--- config.mk ---
export PLATFORM = sky130hd
export DESIGN_NAME = wb_compressor_p
export DESIGN_NICKNAME = d
export VERILOG_FILES = /design/src/rtl/wb_cmp_pkg.sv /design/src/rtl/wb_cmp_timeout.sv /design/src/rtl/wb_compressor_p.sv
export SDC_FILE = /design/constraint.sdc
export NUM_CORES = 1
export LEC_CHECK = 0
export ABC_CLOCK_PERIOD_IN_PS = 4150
export CAP_MARGIN = 20
export CORE_UTILIZATION = 51
export DETAILED_ROUTE_END_ITERATION = 8
export PLACE_DENSITY_LB_ADDON = 0.2
export RECOVER_POWER = 25
export REMOVE_ABC_BUFFERS = 1
export SETUP_SLACK_MARGIN = 0.1
export SLEW_MARGIN = 40
export SYNTH_ARGS = -nofsm -noshare
export SYNTH_HDL_FRONTEND = slang
export SYNTH_HIERARCHICAL = 1
export SYNTH_SLANG_ARGS = --single-unit
--- constraint.sdc ---
create_clock -name i_clk -period 4.15 [get_ports i_clk]
set_input_delay 0.415 -clock i_clk [delete_from_list [all_inputs] [get_ports i_clk]]
set_output_delay 0.415 -clock i_clk [all_outputs]
set_load 0.1 [all_outputs]
--- src/rtl/wb_cmp_pkg.sv ---
// Shared types and header/address geometry helpers for the compressed-wishbone master.
package wb_cmp_pkg;

  typedef enum logic [2:0] {
    ST_IDLE,
    ST_HDR,
    ST_ADR,
    ST_WDATA,
    ST_TURN,
    ST_RDATA,
    ST_GAP
  } cmp_state_t;

  function automatic int unsigned adr_beats(input int unsigned aw, input int unsigned rw);
    return (aw + rw - 1) / rw;
  endfunction

  function automatic int unsigned burst_width(input int unsigned bmax);
    return (bmax > 2) ? $clog2(bmax) : 1;
  endfunction

  function automatic int unsigned hdr_we_pos(input int unsigned rw);
    return rw - 1;
  endfunction

  function automatic int unsigned hdr_burst_msb(input int unsigned rw);
    return rw - 2;
  endfunction

  function automatic int unsigned hdr_sel_width(input int unsigned rw);
    return rw / 8;
  endfunction

endpackage

--- src/rtl/wb_cmp_timeout.sv ---
// Per-beat watchdog: reloads while cleared, counts down while enabled, pulses expire at zero.
module wb_cmp_timeout #(
  parameter int unsigned TIMEOUT = 255
) (
  input  logic clk,
  input  logic rst_n,
  input  logic clear,
  input  logic en,
  output logic expire
);

  localparam int unsigned CW = (TIMEOUT > 1) ? $clog2(TIMEOUT + 1) : 1;
  localparam logic [CW-1:0] LOAD = CW'(TIMEOUT);

  logic [CW-1:0] cnt;

  always_ff @(posedge clk or negedge rst_n) begin
    if (!rst_n) begin
      cnt <= LOAD;
    end else if (clear) begin
      cnt <= LOAD;
    end else if (en && cnt != '0) begin
      cnt <= cnt - CW'(1);
    end
  end

  assign expire = en && (cnt == '0);

endmodule

--- src/rtl/wb_compressor_p.sv ---
// Wishbone request to compressed cw_* bus master: header, multi-beat address, data beats with gap.
module wb_compressor_p
  import wb_cmp_pkg::*;
#(
  parameter int unsigned RW        = 16,
  parameter int unsigned AW        = 24,
  parameter int unsigned BURST_MAX = 8,
  parameter int unsigned TIMEOUT   = 255,
  localparam int unsigned BLW      = burst_width(BURST_MAX)
) (
  input  logic            i_clk,
  input  logic            i_rst,
  input  logic            wb_cyc,
  input  logic            wb_stb,
  input  logic            wb_we,
  input  logic [AW-1:0]   wb_adr,
  input  logic [RW-1:0]   wb_o_dat,
  input  logic [RW/8-1:0] wb_sel,
  input  logic [BLW-1:0]  wb_burst,
  output logic [RW-1:0]   wb_i_dat,
  output logic            wb_ack,
  output logic            wb_err,
  output logic [RW-1:0]   cw_io_o,
  input  logic [RW-1:0]   cw_io_i,
  output logic            cw_req,
  output logic            cw_dir,
  input  logic            cw_ack,
  input  logic            cw_err,
  output logic            busy
);

  localparam int unsigned AB      = adr_beats(AW, RW);
  localparam int unsigned AIW     = (AB > 1) ? $clog2(AB) : 1;
  localparam int unsigned BCW     = BLW + 1;
  localparam int unsigned HDR_WE  = hdr_we_pos(RW);
  localparam int unsigned HDR_BM  = hdr_burst_msb(RW);
  localparam int unsigned SW      = hdr_sel_width(RW);

  cmp_state_t state, state_nx;

  logic            we_q;
  logic [SW-1:0]   sel_q;
  logic [BLW-1:0]  burst_q;
  logic [AB*RW-1:0] adr_sr;
  logic [AIW-1:0]  adr_idx;
  logic [BCW-1:0]  beats;
  logic [RW-1:0]   hdr;
  logic            in_data, abort, beat_ok, beat_fail, expire, tmo_clear;
  logic            last_beat, adr_last;

  assign in_data   = (state == ST_WDATA) || (state == ST_RDATA);
  assign abort     = (state != ST_IDLE) && !wb_cyc;
  // Errors (slave or watchdog) win over a same-cycle ack; an abort suppresses both.
  assign beat_fail = in_data && !abort && (cw_err || expire);
  assign beat_ok   = in_data && !abort && !beat_fail && cw_ack;
  assign last_beat = (beats == (BCW'(burst_q) + BCW'(1)));
  assign adr_last  = (adr_idx == AIW'(AB - 1));
  assign tmo_clear = !in_data;

  always_comb begin
    hdr = '0;
    hdr[HDR_WE] = we_q;
    hdr[HDR_BM -: BLW] = burst_q;
    hdr[SW-1:0] = sel_q;
  end

  always_ff @(posedge i_clk or negedge i_rst) begin
    if (!i_rst) state <= ST_IDLE;
    else        state <= state_nx;
  end

  always_comb begin
    state_nx = state;
    cw_req   = (state != ST_IDLE);
    busy     = (state != ST_IDLE);
    cw_dir   = 1'b0;
    cw_io_o  = '0;
    case (state)
      ST_IDLE:  if (wb_cyc && wb_stb) state_nx = ST_HDR;
      ST_HDR: begin
        cw_io_o  = hdr;
        state_nx = ST_ADR;
      end
      ST_ADR: begin
        cw_io_o = adr_sr[AB*RW-1 -: RW];
        if (adr_last) state_nx = we_q ? ST_WDATA : ST_TURN;
      end
      ST_WDATA: begin
        cw_io_o = wb_o_dat;
        if (beat_fail)    state_nx = ST_IDLE;
        else if (beat_ok) state_nx = ST_GAP;
      end
      ST_TURN: begin
        cw_dir   = 1'b1;
        state_nx = ST_RDATA;
      end
      ST_RDATA: begin
        cw_dir = 1'b1;
        if (beat_fail)    state_nx = ST_IDLE;
        else if (beat_ok) state_nx = ST_GAP;
      end
      ST_GAP: begin
        cw_dir   = !we_q;
        state_nx = last_beat ? ST_IDLE : (we_q ? ST_WDATA : ST_RDATA);
      end
      default: state_nx = ST_IDLE;
    endcase
    if (abort) state_nx = ST_IDLE;
  end

  always_ff @(posedge i_clk or negedge i_rst) begin
    if (!i_rst) begin
      we_q     <= 1'b0;
      sel_q    <= '0;
      burst_q  <= '0;
      adr_sr   <= '0;
      adr_idx  <= '0;
      beats    <= '0;
      wb_ack   <= 1'b0;
      wb_err   <= 1'b0;
      wb_i_dat <= '0;
    end else begin
      wb_ack <= 1'b0;
      wb_err <= 1'b0;
      if (state == ST_IDLE) begin
        beats   <= '0;
        adr_idx <= '0;
        if (wb_cyc && wb_stb) begin
          we_q    <= wb_we;
          sel_q   <= wb_sel;
          burst_q <= wb_burst;
          adr_sr  <= (AB*RW)'(wb_adr);
        end
      end
      if (state == ST_ADR) begin
        adr_sr  <= adr_sr << RW;
        adr_idx <= adr_idx + AIW'(1);
      end
      if (beat_ok) begin
        wb_ack <= 1'b1;
        beats  <= beats + BCW'(1);
        if (state == ST_RDATA) wb_i_dat <= cw_io_i;
      end
      if (beat_fail) wb_err <= 1'b1;
    end
  end

  generate
    if (TIMEOUT > 0) begin : g_tmo
      wb_cmp_timeout #(.TIMEOUT(TIMEOUT)) u_tmo (
        .clk    (i_clk),
        .rst_n  (i_rst),
        .clear  (tmo_clear),
        .en     (in_data),
        .expire (expire)
      );
    end else begin : g_no_tmo
      assign expire = 1'b0;
    end
  endgenerate

endmodule

==> reports/metrics.cfg <==
[status]
status=finished clean

[grt]
antenna_found_initial=0
grt_pass1_wl_um=13700
grt_usage_pct=23.9
grt_max_degree=73
grt.overflow.total=0
grt_pass1_vias=2974

[drt]
drtPass1Iterations=4
vias=2941
avgViaCountPerCell=5.29
drc=0
drt_wl_total_um=8060
drtIter0Drc=122
routedWlPerCell_um=14.5
postRouteAntennaNets=0

[pwr]
vdd_drop_max_uv=400
power.density_nw_per_um2=678
p_leak_uw=0.00224

[finish]
nets=526
syn_to_final_growth_pct=31.3
stdcell_area_um2=4720
drive_above_1_share_pct=21.5
n_antenna_cell=0

[synthesis]
synth.yosys.seq_area_share_pct=50.4
yosys.area.top_type_share_pct=44.6
synth_edf_count=0
yosys_most_used_dff=dfrtp_1
yosys-top-cells-count=nand2_1 (72), dfrtp_1 (64), nand3_1 (33)
avgSynthCellArea_um2=9.95
ys.warnings.count=6
synth_cells=361
async_flop_share_pct=100
ys_ff_latch=72
synth_area_leaders=dfrtp_1 (45%), nand2_1 (7.5%), dfstp_2 (5.9%), nand3_1 (4.6%), mux2_4 (4.2%)
syn_area_um2=3590
synth.most_common_cell=nand2_1
synth_top_cell_by_area=dfrtp_1
ys_types=57

[clock_tree]
clk_pin_slew_ps=80
h-tree-depth=3
clk_path_buf_depth=2
cts_hold_buf=0
clkLatencyLatePin_ps=340
cts_resized=0
clock-sinks=72
cts_tree=yes
post_cts_buffers=0
root_buffer=clkbuf_8
cts-buffers-inserted=9

[critical_path]
r2r_cells=7
critPathCaptureType=flip-flop
crit_type=reg -> reg
crit_path_max_incr_delay_ps=610
critical_path.cell_chain=xor2_2 > nand2_1 > inv_1 > and3_1 > nor3b_2 > and4_2 > mux2_2
startpoint_type=flip-flop
cp_data_required_time_ps=4390
cp.arrival_ps=3180
slowest_stage=and4_2
cp_max_fo=16

[sta]
max_slew.worst_pin.slew_ps=747
rsz0062_at_grt=no
max_freq_ghz=0.340
period_minus_slack_ps=2940
drv_slew=0
finalSetupViolCount=0
totalNegativeSetupSlack_ps=0
period_share_pct=70.8
finClkSkew_ps=6.75
worst_slew_margin_rel_pct=50.2
hold_viol_final=0

[placed_design]
io_buffers=104
placed_area_um2=4490
gp_congestion=0.803
place_hpwl_um=5430

[floorplanning]
placeableCoreArea_um2=6790
ios=105
start_util_pct=52.9
die-area_um2=7380
rows=30
fp.dieH_um=85.9
die_x_um=85.9

[run]
cap_violations=0

[hold_path]
hold_path.class=in -> async

==> flip-flops by register name, indices dropped and copies added (netlist names) <==
name / count
adr_sr: 32
wb_ack: 1
adr_idx: 1
we_q: 1
sel_q: 2
state: 3
wb_err: 1
burst_q: 3
wb_i_dat: 16
beats: 4
g_tmo.u_tmo/cnt: 8
==> worst paths after layout <==
| kind | slack [ps] | from | end |
|---|---|---|---|
| min in group i_clk | 470 | adr_sr[9] | adr_sr[25] |
| hold reg to reg | 470 | adr_sr[9] | adr_sr[25] |
| max in group asynchronous | 3620 | i_rst | beats[1] |
| setup reg to reg | 1210 | state[2] | wb_i_dat[10] |
| setup / recovery | 1210 | state[2] | wb_i_dat[10] |
| hold / removal | 60 | i_rst | sel_q[0] |
==> layer usage <==
metal	GRT usage [%]	routed length, um	part of all wire, %
met1	28.7	3550	44
met2	40.9	4070	51
met3	6.16	316	3.9
met4	9.70	121	1.5
met5	0	0	0
==> worst max-delay path, delay by kind of cell, from the launching register on <==
family / cells / cell delay (ps)
XOR/XNOR: 1 / 270
multiplexers: 1 / 390
flip-flops: 1 / 580
AND/OR/NAND/NOR: 4 / 1450
buffers and inverters: 1 / 130
==> layout make-up <==
type                    count  area, um^2
fillers                   555        2080
inverters                   8        30.0
repair buffers            106         912
flip-flops and latches     72        1810
well taps                  96         120
clock inverters             5        78.8
multi-input cells         258        1620
clock buffers              11         141
==> where the power goes <==
group	leakage (uW)	switching, uW	internal [uW]
clock	0.000114	262	355
combinational	0.00120	1090	416
sequential	0.000924	174	901
total	0.00224	1520	1670
==> placed cells by master (no fill, tap or decap), drive strengths merged, types with 2 or more instances in the layout <==
master	instances
nor3b	3
a2111oi	2
o22ai	8
clkbuf	11
clkdlybuf4s50	66
ha	3
nor3	11
nand3	34
mux2	18
and3	2
xor2	4
o21ai	11
or4	4
buf	40
nor2b	4
or2	2
nand2	72
a21oi	6
dfstp	8
nand2b	3
a211oi	2
nor2	30
bufinv	2
mux2i	10
a32o	2
clkinv	2
a211o	2
inv	9
dfrtp	64
a22o	10
==> per-stage QoR <==
stage / worst slack, ps / hold WS [ps] / std cells / total power (uW) / util, %
2_1_floorplan: 1320 / 119 / 338 / 2220 / -
3_3_place_gp: 1080 / 446 / 540 / 2590 / 67.6
3_5_place_dp: 971 / 452 / 540 / 2590 / 66.2
4_1_cts: 962 / 98.4 / 556 / 3220 / 69.4
5_1_grt: 1010 / 115 / 556 / 3370 / 69.4
6_report: 1210 / 55.7 / 556 / 3200 / 69.4
==> kinds of logic (layout without fill, tap and decap cells) <==
family          count (synthesis)  count (layout)  share of synthesized area [%]
flops                          72              72                           50.4
compound gates                 49              49                           10.2
buf+inv                        31             130                           4.63
fa+ha+maj                       3               3                           1.05
simple gates                  173             173                           22.8
xor+xnor                        5               5                           1.43
mux                            28              28                           9.47
Note: power is estimated with default switching activity, not from simulation.
